<file path="config.mk">
export PLATFORM = sky130hd
export DESIGN_NAME = act_unit_arbiter_flat
export DESIGN_NICKNAME = d
export VERILOG_FILES = /design/src/rtl/act_pkg.sv /design/src/rtl/act_unit_arbiter_if.sv /design/src/rtl/pwl_activation.sv /design/src/rtl/act_unit_arbiter.sv /design/src/flat_wrapper.sv
export SDC_FILE = /design/constraint.sdc
export NUM_CORES = 1
export LEC_CHECK = 0
export BUFFER_PORTS_ARGS = -buffer_cell sky130_fd_sc_hd__buf_2
export CORE_MARGIN = 2
export CORE_UTILIZATION = 48
export DETAILED_ROUTE_END_ITERATION = 8
export MAX_ROUTING_LAYER = met4
export PLACE_DENSITY = 0.86
export SLEW_MARGIN = 5
export SYNTH_ARGS = -nofsm -noshare
export SYNTH_HDL_FRONTEND = slang
export SYNTH_SLANG_ARGS = --single-unit
</file>
<file path="constraint.sdc">
create_clock -name clk -period 2.8 [get_ports clk]
set_clock_uncertainty 0.05 [all_clocks]
set_input_delay 0.28 -clock clk [delete_from_list [all_inputs] [get_ports clk]]
set_output_delay 0.28 -clock clk [all_outputs]
set_load 0.02 [all_outputs]
</file>
<file path="src/rtl/act_pkg.sv">
// Shared Q4.12 types and constants for the activation-unit arbiter and its
// piecewise-linear activation datapath.
package act_pkg;

   typedef logic signed [15:0] q4_12_t;

   localparam q4_12_t Q_ONE       = 16'sd4096;
   localparam q4_12_t Q_MINUS_ONE = -16'sd4096;
   localparam q4_12_t Q_HALF      = 16'sd2048;

   // Source-ID width: enough bits to name every requester, never zero.
   function automatic int id_width(input int n);
      return ($clog2(n) > 1) ? $clog2(n) : 1;
   endfunction

endpackage

</file>
<file path="src/rtl/act_unit_arbiter_if.sv">
// Handshake bundle between the streaming requesters, the shared activation
// arbiter and the downstream result consumer.
interface act_unit_arbiter_if
   import act_pkg::*;
#(
   parameter int NUM_REQ = 4
);
   localparam int ID_W = id_width(NUM_REQ);

   logic [NUM_REQ-1:0]    req_valid;
   logic [NUM_REQ*16-1:0] req_data;
   logic [NUM_REQ-1:0]    req_last;
   logic [NUM_REQ-1:0]    req_ready;
   logic                  out_valid;
   logic                  out_ready;
   q4_12_t                out_data;
   logic [ID_W-1:0]       out_id;
   logic                  out_last;
   logic                  busy;

   modport master (
      output req_valid, req_data, req_last, out_ready,
      input  req_ready, out_valid, out_data, out_id, out_last, busy
   );

   modport slave (
      input  req_valid, req_data, req_last, out_ready,
      output req_ready, out_valid, out_data, out_id, out_last, busy
   );

endinterface

</file>
<file path="src/rtl/pwl_activation.sv">
// Hard-tanh in Q4.12: doubles the input and saturates to +/-1.0.
module pwl_activation
   import act_pkg::*;
(
   input  q4_12_t x,
   output q4_12_t y
);

   // Inside (-0.5, +0.5) the doubled value always fits in Q4.12.
   always_comb begin
      if (x <= -Q_HALF)
         y = Q_MINUS_ONE;
      else if (x >= Q_HALF)
         y = Q_ONE;
      else
         y = x <<< 1;
   end

endmodule

</file>
<file path="src/rtl/act_unit_arbiter.sv">
// Round-robin, packet-locked arbiter sharing one hard-tanh datapath between
// NUM_REQ streaming requesters through a 2-stage backpressured pipeline.
module act_unit_arbiter
   import act_pkg::*;
#(
   parameter int NUM_REQ = 4,
   parameter int DATA_W  = 16
)(
   input logic               clk,
   input logic               rst,
   act_unit_arbiter_if.slave bus
);

   localparam int ID_W = id_width(NUM_REQ);

   typedef enum logic {IDLE, LOCKED} state_t;

   state_t              state;
   logic [ID_W-1:0]     rr_ptr, owner, winner, cand, grant;
   logic                any_req, grant_valid, hs;
   logic                s1_can_load, s2_advance;
   logic                s1_valid, s1_last;
   logic [ID_W-1:0]     s1_id, out_id_q;
   q4_12_t              s1_data, act_y, out_data_q, grant_data;
   logic                out_valid_q, out_last_q;
   logic [NUM_REQ-1:0]  req_ready;
   logic [DATA_W-1:0]   lane [NUM_REQ];

   for (genvar i = 0; i < NUM_REQ; i++) begin : g_lane
      assign lane[i] = bus.req_data[i*DATA_W +: DATA_W];
   end

   // First valid requester after the last winner, wrapping around.
   always_comb begin
      // NOTE: every always_comb output gets a default first so no path infers a latch.
      winner  = '0;
      cand    = '0;
      any_req = 1'b0;
      for (int k = 1; k <= NUM_REQ; k++) begin
         cand = ID_W'((int'(rr_ptr) + k) % NUM_REQ);
         if (!any_req && bus.req_valid[cand]) begin
            winner  = cand;
            any_req = 1'b1;
         end
      end
   end

   assign grant       = (state == LOCKED) ? owner : winner;
   assign grant_valid = (state == LOCKED) | any_req;
   assign s2_advance  = !out_valid_q | bus.out_ready;
   assign s1_can_load = !s1_valid | s2_advance;
   assign hs          = grant_valid & s1_can_load & bus.req_valid[grant];
   assign grant_data  = q4_12_t'(lane[grant]);

   // Ready is masked by reset so it drops the instant reset asserts.
   always_comb begin
      req_ready = '0;
      if (!rst && grant_valid)
         req_ready[grant] = s1_can_load;
   end

   always_ff @(posedge clk or posedge rst) begin
      // NOTE: state registers use non-blocking assignments so every flop samples pre-edge values.
      if (rst) begin
         state  <= IDLE;
         rr_ptr <= ID_W'(NUM_REQ - 1);
         owner  <= '0;
      end else if (hs) begin
         if (state == IDLE) begin
            rr_ptr <= winner;
            if (!bus.req_last[grant]) begin
               state <= LOCKED;
               owner <= winner;
            end
         end else if (bus.req_last[grant]) begin
            state <= IDLE;
         end
      end
   end

   pwl_activation u_act (
      .x (s1_data),
      .y (act_y)
   );

   always_ff @(posedge clk or posedge rst) begin
      if (rst) begin
         s1_valid    <= 1'b0;
         s1_data     <= '0;
         s1_id       <= '0;
         s1_last     <= 1'b0;
         out_valid_q <= 1'b0;
         out_data_q  <= '0;
         out_id_q    <= '0;
         out_last_q  <= 1'b0;
      end else begin
         if (s1_can_load) begin
            s1_valid <= hs;
            if (hs) begin
               s1_data <= grant_data;
               s1_id   <= grant;
               s1_last <= bus.req_last[grant];
            end
         end
         // Stage 2 only moves when downstream frees it, so a stalled beat stays frozen.
         if (s2_advance) begin
            out_valid_q <= s1_valid;
            if (s1_valid) begin
               out_data_q <= act_y;
               out_id_q   <= s1_id;
               out_last_q <= s1_last;
            end
         end
      end
   end

   assign bus.req_ready = req_ready;
   assign bus.out_valid = out_valid_q;
   assign bus.out_data  = out_data_q;
   assign bus.out_id    = out_id_q;
   assign bus.out_last  = out_last_q;
   assign bus.busy      = (state == LOCKED) | s1_valid | out_valid_q;

endmodule

</file>
<file path="src/flat_wrapper.sv">
// flat-port wrapper written by rule: the top's interface ports become plain ports
module act_unit_arbiter_flat import act_pkg::*;
#(
   parameter int NUM_REQ = 4,
   parameter int DATA_W  = 16
)
  (clk, rst, bus_req_valid, bus_req_data, bus_req_last, bus_out_ready, bus_req_ready, bus_out_valid, bus_out_data, bus_out_id, bus_out_last, bus_busy);
  act_unit_arbiter_if #(.NUM_REQ(NUM_REQ)) bus_i ();
  input logic clk;
  input logic rst;
  input wire logic [$bits(bus_i.req_valid)-1:0] bus_req_valid;
  input wire logic [$bits(bus_i.req_data)-1:0] bus_req_data;
  input wire logic [$bits(bus_i.req_last)-1:0] bus_req_last;
  input wire logic [$bits(bus_i.out_ready)-1:0] bus_out_ready;
  output wire logic [$bits(bus_i.req_ready)-1:0] bus_req_ready;
  output wire logic [$bits(bus_i.out_valid)-1:0] bus_out_valid;
  output wire logic [$bits(bus_i.out_data)-1:0] bus_out_data;
  output wire logic [$bits(bus_i.out_id)-1:0] bus_out_id;
  output wire logic [$bits(bus_i.out_last)-1:0] bus_out_last;
  output wire logic [$bits(bus_i.busy)-1:0] bus_busy;
  assign bus_i.req_valid = bus_req_valid;
  assign bus_i.req_data = bus_req_data;
  assign bus_i.req_last = bus_req_last;
  assign bus_i.out_ready = bus_out_ready;
  assign bus_req_ready = bus_i.req_ready;
  assign bus_out_valid = bus_i.out_valid;
  assign bus_out_data = bus_i.out_data;
  assign bus_out_id = bus_i.out_id;
  assign bus_out_last = bus_i.out_last;
  assign bus_busy = bus_i.busy;
  act_unit_arbiter #(.NUM_REQ(NUM_REQ), .DATA_W(DATA_W)) u_core (.clk(clk), .rst(rst), .bus(bus_i));
endmodule
</file>
# Word-level counts from Yosys, hierarchy flattened

Index checks and enable logic that the tools add are counted.

Register bits after elaboration: 45
Bits in latches: 0
Memory bits (writable): 0
Memory bits (read-only): 0
Input port bits: 75
Output and inout port bits: 25
Word-level logic and storage cells: 80
Memories: 0

Add/sub/neg operators: 4
Multipliers: 0
Div/mod/pow operators: 0
Magnitude comparators: 9
Equality and inequality tests: 0
Shifts and indexed selects: 0
Multiplexer cells: 30
Bitwise gates (word level): 11
Reduce and logical (&&, ||, !) cells: 15

Operators with widths:

| operator             | count |
|---|---|
| $mux 16              | 4 |
| $bmux 16 s2          | 1 |
| $ge 16x13->1 const B | 1 |
| $le 16x12->1 const B | 1 |
| $lt 2x3->1 const B   | 5 |
| $bmux 1 s2           | 6 |
| $mux 1               | 12 |
| $mux 2               | 5 |
| $logic_not 1->1      | 6 |
| $reduce_and 2->1     | 3 |
| $logic_and 1x1->1    | 5 |
| $or 1x1->1           | 5 |
| $add 2x1->2 const B  | 2 |
| $add 2x2->2 const B  | 2 |
| $and 4x4->4          | 1 |
| $mux 4               | 1 |
| $ge 3x3->1 const B   | 1 |
| $not 2->3            | 1 |
| $reduce_and 3->1     | 1 |
| $and 1x1->1          | 2 |
| $demux 1 s2          | 1 |
| $ge 2x1->1 const B   | 1 |
| $not 1->1            | 2 |

# Logic depth before layout (Yosys ltp)

Depth after elaboration: 20
Mapped depth: 7
Depth with buffers taken out: 6

# Cells and area by module

From an unflattened synthesis, not the netlist that was laid out.

Cell total of the unflattened synthesis: 252
Area, all modules: 2,847.7 um^2

By module, submodules not included:

| module           | times used | cells each | area an instance (um^2) |
|---|---|---|---|
| act_unit_arbiter | 1          | 202        | 2,522.4 |
| pwl_activation   | 1          | 50         | 325.3 |

# Worst setup path after synthesis

No wires, ideal clock.

Path kind: flip-flop to flip-flop
Start: reg u_core.rr_ptr[1]
End: reg u_core.s1_data[0]
Data arrival time: 2.096 ns
Path slack: 0.530 ns
Stages on the path, launching flop included: 7
Path buffers: 1
Period minus slack after synthesis: 2.270 ns
Path through: dfstp_2 -> a21bo_1 -> a21oi_2 -> o41ai_2 -> buf_6 -> mux4_2 -> mux2_2

Word-level cells in the longest chain between the ends: 18

Ends and longest elaborated chain:

| what                                                                | line                                           | source |
|---|---|---|
| from (decl)                                                         | act_unit_arbiter.sv:19                         | `logic [ID_W-1:0] rr_ptr, owner, winner, cand, grant;` |
| from (signal assigned)                                              | act_unit_arbiter.sv:66                         | `rr_ptr <= ID_W'(NUM_REQ - 1);` |
| from (signal assigned)                                              | act_unit_arbiter.sv:70                         | `rr_ptr <= winner;` |
| $add 2x1->2                                                         | act_unit_arbiter.sv:40                         | `cand = ID_W'((int'(rr_ptr) + k) % NUM_REQ);` |
| $bmux 1 s2                                                          | act_unit_arbiter.sv:41                         | `if (!any_req && bus.req_valid[cand]) begin` |
| $mux 1 (not written as such)                                        | act_unit_arbiter.sv:41                         |  |
| $mux 1                                                              | act_unit_arbiter.sv:41                         |  |
| $logic_not 1->1                                                     | act_unit_arbiter.sv:41                         |  |
| $logic_and 1x1->1                                                   | act_unit_arbiter.sv:41                         |  |
| $mux 1                                                              | act_unit_arbiter.sv:41                         |  |
| $logic_not 1->1                                                     | act_unit_arbiter.sv:41                         |  |
| [2 not listed]                                                      | n/a                                            |  |
| $logic_not 1->1                                                     | act_unit_arbiter.sv:41                         |  |
| $logic_and 1x1->1                                                   | act_unit_arbiter.sv:41                         |  |
| $mux 2                                                              | act_unit_arbiter.sv:41                         |  |
| $mux 2                                                              | act_unit_arbiter.sv:48                         | `assign grant = (state == LOCKED) ? owner : winner;` |
| $bmux 1 s2 / $not 2->3 (equally long branches)                      | act_unit_arbiter.sv:52, act_unit_arbiter.sv:53 |  |
| $mux 1 (not written as such) / $bmux 16 s2 (equally long branches)  | act_unit_arbiter.sv:52, act_unit_arbiter.sv:53 |  |
| $and 1x1->1 / $mux 16 (equally long branches)                       | act_unit_arbiter.sv:52, act_unit_arbiter.sv:53 |  |
| $reduce_and 2->1 (no source line) / $mux 16 (equally long branches) | n/a                                            |  |
| to (signal assigned)                                                | act_unit_arbiter.sv:100                        | `s1_data <= grant_data;` |
| to (decl)                                                           | act_unit_arbiter.sv:24                         | `q4_12_t s1_data, act_y, out_data_q, grant_data;` |

Several ways; a longest one is shown, not always the timed one. The select of a mux whose other input is x is not followed.
A chain may end at the register's enable or synchronous reset.

# Final worst setup path

Start: reg u_core.rr_ptr[1]
End: reg u_core.s1_data[12]

Same word-level chain as after synthesis.

==> run_results.csv <==
group,metric,value,unit
status,outcome,"completed",
route,dr.pass1.iters,4,
sta,setup_ws,377.0,ps
cts,clock-sinks,44,
cts,clk_pin_slew,80,ps
synthesis,syn_inst,181,
die,io_pins,100,
synthesis,synth_mux_area_share,27.14,%
cts,clock_latency,300,ps
sta,rsz0062_at_grt,"no",
synthesis,synth_top_family_by_area,"multiplexers",
setup_path,cp_cell_sequence,"a21bo_1, a21oi_2, o41ai_4, buf_4, mux4_2, mux2_2",
sta,fin_crit_sh,86.53,%
setup_path,crit_family,"multiplexers",
route,viasPerCell,5.524,
cts,ctsHoldBuffers,0,
cells_and_area,antennaDiodeCount,0,
sta,finalCriticalPeriod,2423,ps
die,chipHeight,74.40,µm
synthesis,synth_most_common_cell,"dfrtp_1",
die,core,4755,µm²
grt,globalRouteOverflowTotal,0,
pwr,p_leak,1.446,nW
setup_path,arrival,2560,ps
sta,tightest_slew,834.0,ps
grt,grt_pass1_wl,8638,µm
route,drcViolationCount,0,
route,vias,1928,
die,start_util,50.03,%
die,num_rows,25,
cts,cts_tree,"yes",
cts,cts_made_buffers,5,
synthesis,synthTopCellsByArea,"dfrtp_1 (44%), mux4_2 (15%), mux2_2 (8.5%), a22o_1 (4.1%), nand2_1 (2.7%)",
synthesis,synth.avg_cell_area,13.14,µm²
cts,root_buffer,"clkbuf_8",
min_path,min_path_type,"input port to async pin",
cts,ctsResizeCount,0,
synthesis,synthAdderAreaFrac,0,%
pwr,p_per_area,1139,nW/µm²
synthesis,synth_commonest_cells,"dfrtp_1 (42), mux2_2 (18), nand2_1 (17), mux4_2 (16), a22o_1 (11)",
cells_and_area,area_delta_synth_final,28.20,%
grt,grt_max_degree,45,
cts,htree_levels,2,
synthesis,syn_area,2379,µm²
placed_design,hpwl,4444,µm
placed_design,post-place-ws,375.8,ps
placed_design,place_congestion,0.9988,
cells_and_area,final_core_util,64.13,%
sta,finalSetupViolCount,0,
cells_and_area,nets,356,
setup_path,cp-start-kind,"flip-flop",
setup_path,critPathKind,"flip-flop to flip-flop",
synthesis,syn_nets,256,
setup_path,end_kind,"flip-flop",
setup_path,critical_path_required,2940,ps
synthesis,netlist.area_leader.share,44.19,%
route,finalWirelength,5735,µm
synthesis,synth-simple-area-share,9.416,%
synthesis,yosysWarnings,0,
run,cap_violations,0,
synthesis,synth-seq-cells,44,
cts,postCtsSetupBuffers,0,
sta,final_hold_viol_count,0,
pwr,power,0.003473,W
synthesis,synthXorXnorAreaFrac,0,%
synthesis,synth_edf_count,0,
synthesis,synth_compound_area_share,12.89,%
synthesis,synth.distinct_cells,41,
setup_path,crit_fanout,13,
synthesis,async_reset_ff_share,100.0,%
route,post_drt_wl_per_cell,16.43,µm
die,die-width,74.40,µm
grt,antenna_found_initial,0,
route,drtIter0Drc,179,
sta,fmax,0.4127,GHz
grt,track_usage,21.70,%
synthesis,yosys_most_used_dff,"dfrtp_1",
die,dieArea,5535,µm²
cells_and_area,final_layout_size_suffix_gt1_share,54.61,%
synthesis,ys_seq_area_share,46.40,%
synthesis,synth.largest_area_cell,"dfrtp_1",
sta,slew_viol_final,0,
sta,final.setup.tns,0,ps
setup_path,critical_path.max_stage_delay,570,ps
route,ant_nets,0,
placed_design,io_buffers,98,
sta,max_slew_margin,44.40,%
setup_path,crit_path_top_delay_cell,"dfstp_2",
pwr,ir_worst_vdd,0.5832,mV
cts,cts_buffer_depth,2,
setup_path,path_buf_inv,1,
grt,grt_pass1_vias,1832,
worst paths after layout:
kind	startpoint	endpoint	slack, ps	depth (start not counted)
min reg2reg	u_core.bus.out_data[13]$_DFFE_PP0P_	u_core.bus.out_data[13]$_DFFE_PP0P_	430	2
max in group asynchronous	rst	u_core.rr_ptr[1]$_DFFE_PP1P_	2240	3
max reg2reg	u_core.rr_ptr[1]$_DFFE_PP1P_	u_core.s1_data[12]$_DFFE_PP0P_	380	6
min	rst	u_core.s1_last$_DFFE_PP0P_	70	3
min in group clk	bus_out_ready	u_core.bus.out_valid$_DFFE_PP0P_	250	3
max	u_core.rr_ptr[1]$_DFFE_PP1P_	u_core.s1_data[12]$_DFFE_PP0P_	380	6
kinds of logic after synthesis:
family / count (synthesis)
flops: 44
mux: 40
simple gates: 46
other cells: 1
compound gates: 36
buf+inv: 14
routing by layer:
metal / up-vias / global-route usage, % / share of wire (%)
li1: 895 / - / -
met1: 945 / 29.03 / 42
met2: 80 / 33.92 / 51
met3: 8 / 3.388 / 5.9
met4: 0 / 7.540 / 1.2
met5: - / - / 0
layout make-up:
| type | instances | area [µm²] |
|---|---|---|
| multi-input combinational | 123 | 1191 |
| timing repair buffer | 103 | 540.5 |
| inverter | 4 | 15.01 |
| fill | 391 | 1705 |
| clock buffer | 5 | 68.82 |
| sequential | 44 | 1104 |
| tap | 67 | 83.83 |
| clock inverter | 3 | 46.29 |
tightest hold or removal path, cell delays in order:
cell and delay (ps):
buf_2 120, clkinv_1 40, buf_4 450
stage by stage:
step,hold slack [ps],instances,cell area (µm²)
after floorplan,398.5,181,2379
final,73.97,349,3049
after global placement,405.1,341,2934
after CTS,93.61,349,3049
after global routing,124.2,349,3049
after detailed placement,419.9,341,2934
placed cells by master (no fill, tap or decap), types with 3 or more instances in the layout:
cell	instances
a21oi_1	6
nand2_1	17
inv_1	3
clkbuf_8	5
buf_4	4
a22o_1	11
mux2_2	18
o21ai_1	5
mux2_1	5
nor2_1	9
buf_2	98
nand2b_1	3
nor3_1	3
mux4_2	16
dfrtp_1	42
nor4_1	4
sequential cells by signal (all words and copies together) (netlist names):
signal,flops
u_core.rr_ptr,2
u_core.s1_data,16
u_core.s1_valid,1
u_core.state,1
u_core.s1_last,1
u_core.s1_id,2
u_core.bus.out_id,2
u_core.owner,2
u_core.bus.out_data,15
u_core.bus.out_last,1
u_core.bus.out_valid,1
power by group:
part / leakage, nW / switching [W] / internal [W]
clock: 0.0548 / 0.000229 / 0.000269
sequential: 0.533 / 0.000234 / 0.000934
combinational: 0.858 / 0.000879 / 0.000929
(Power assumes the default switching activity.)
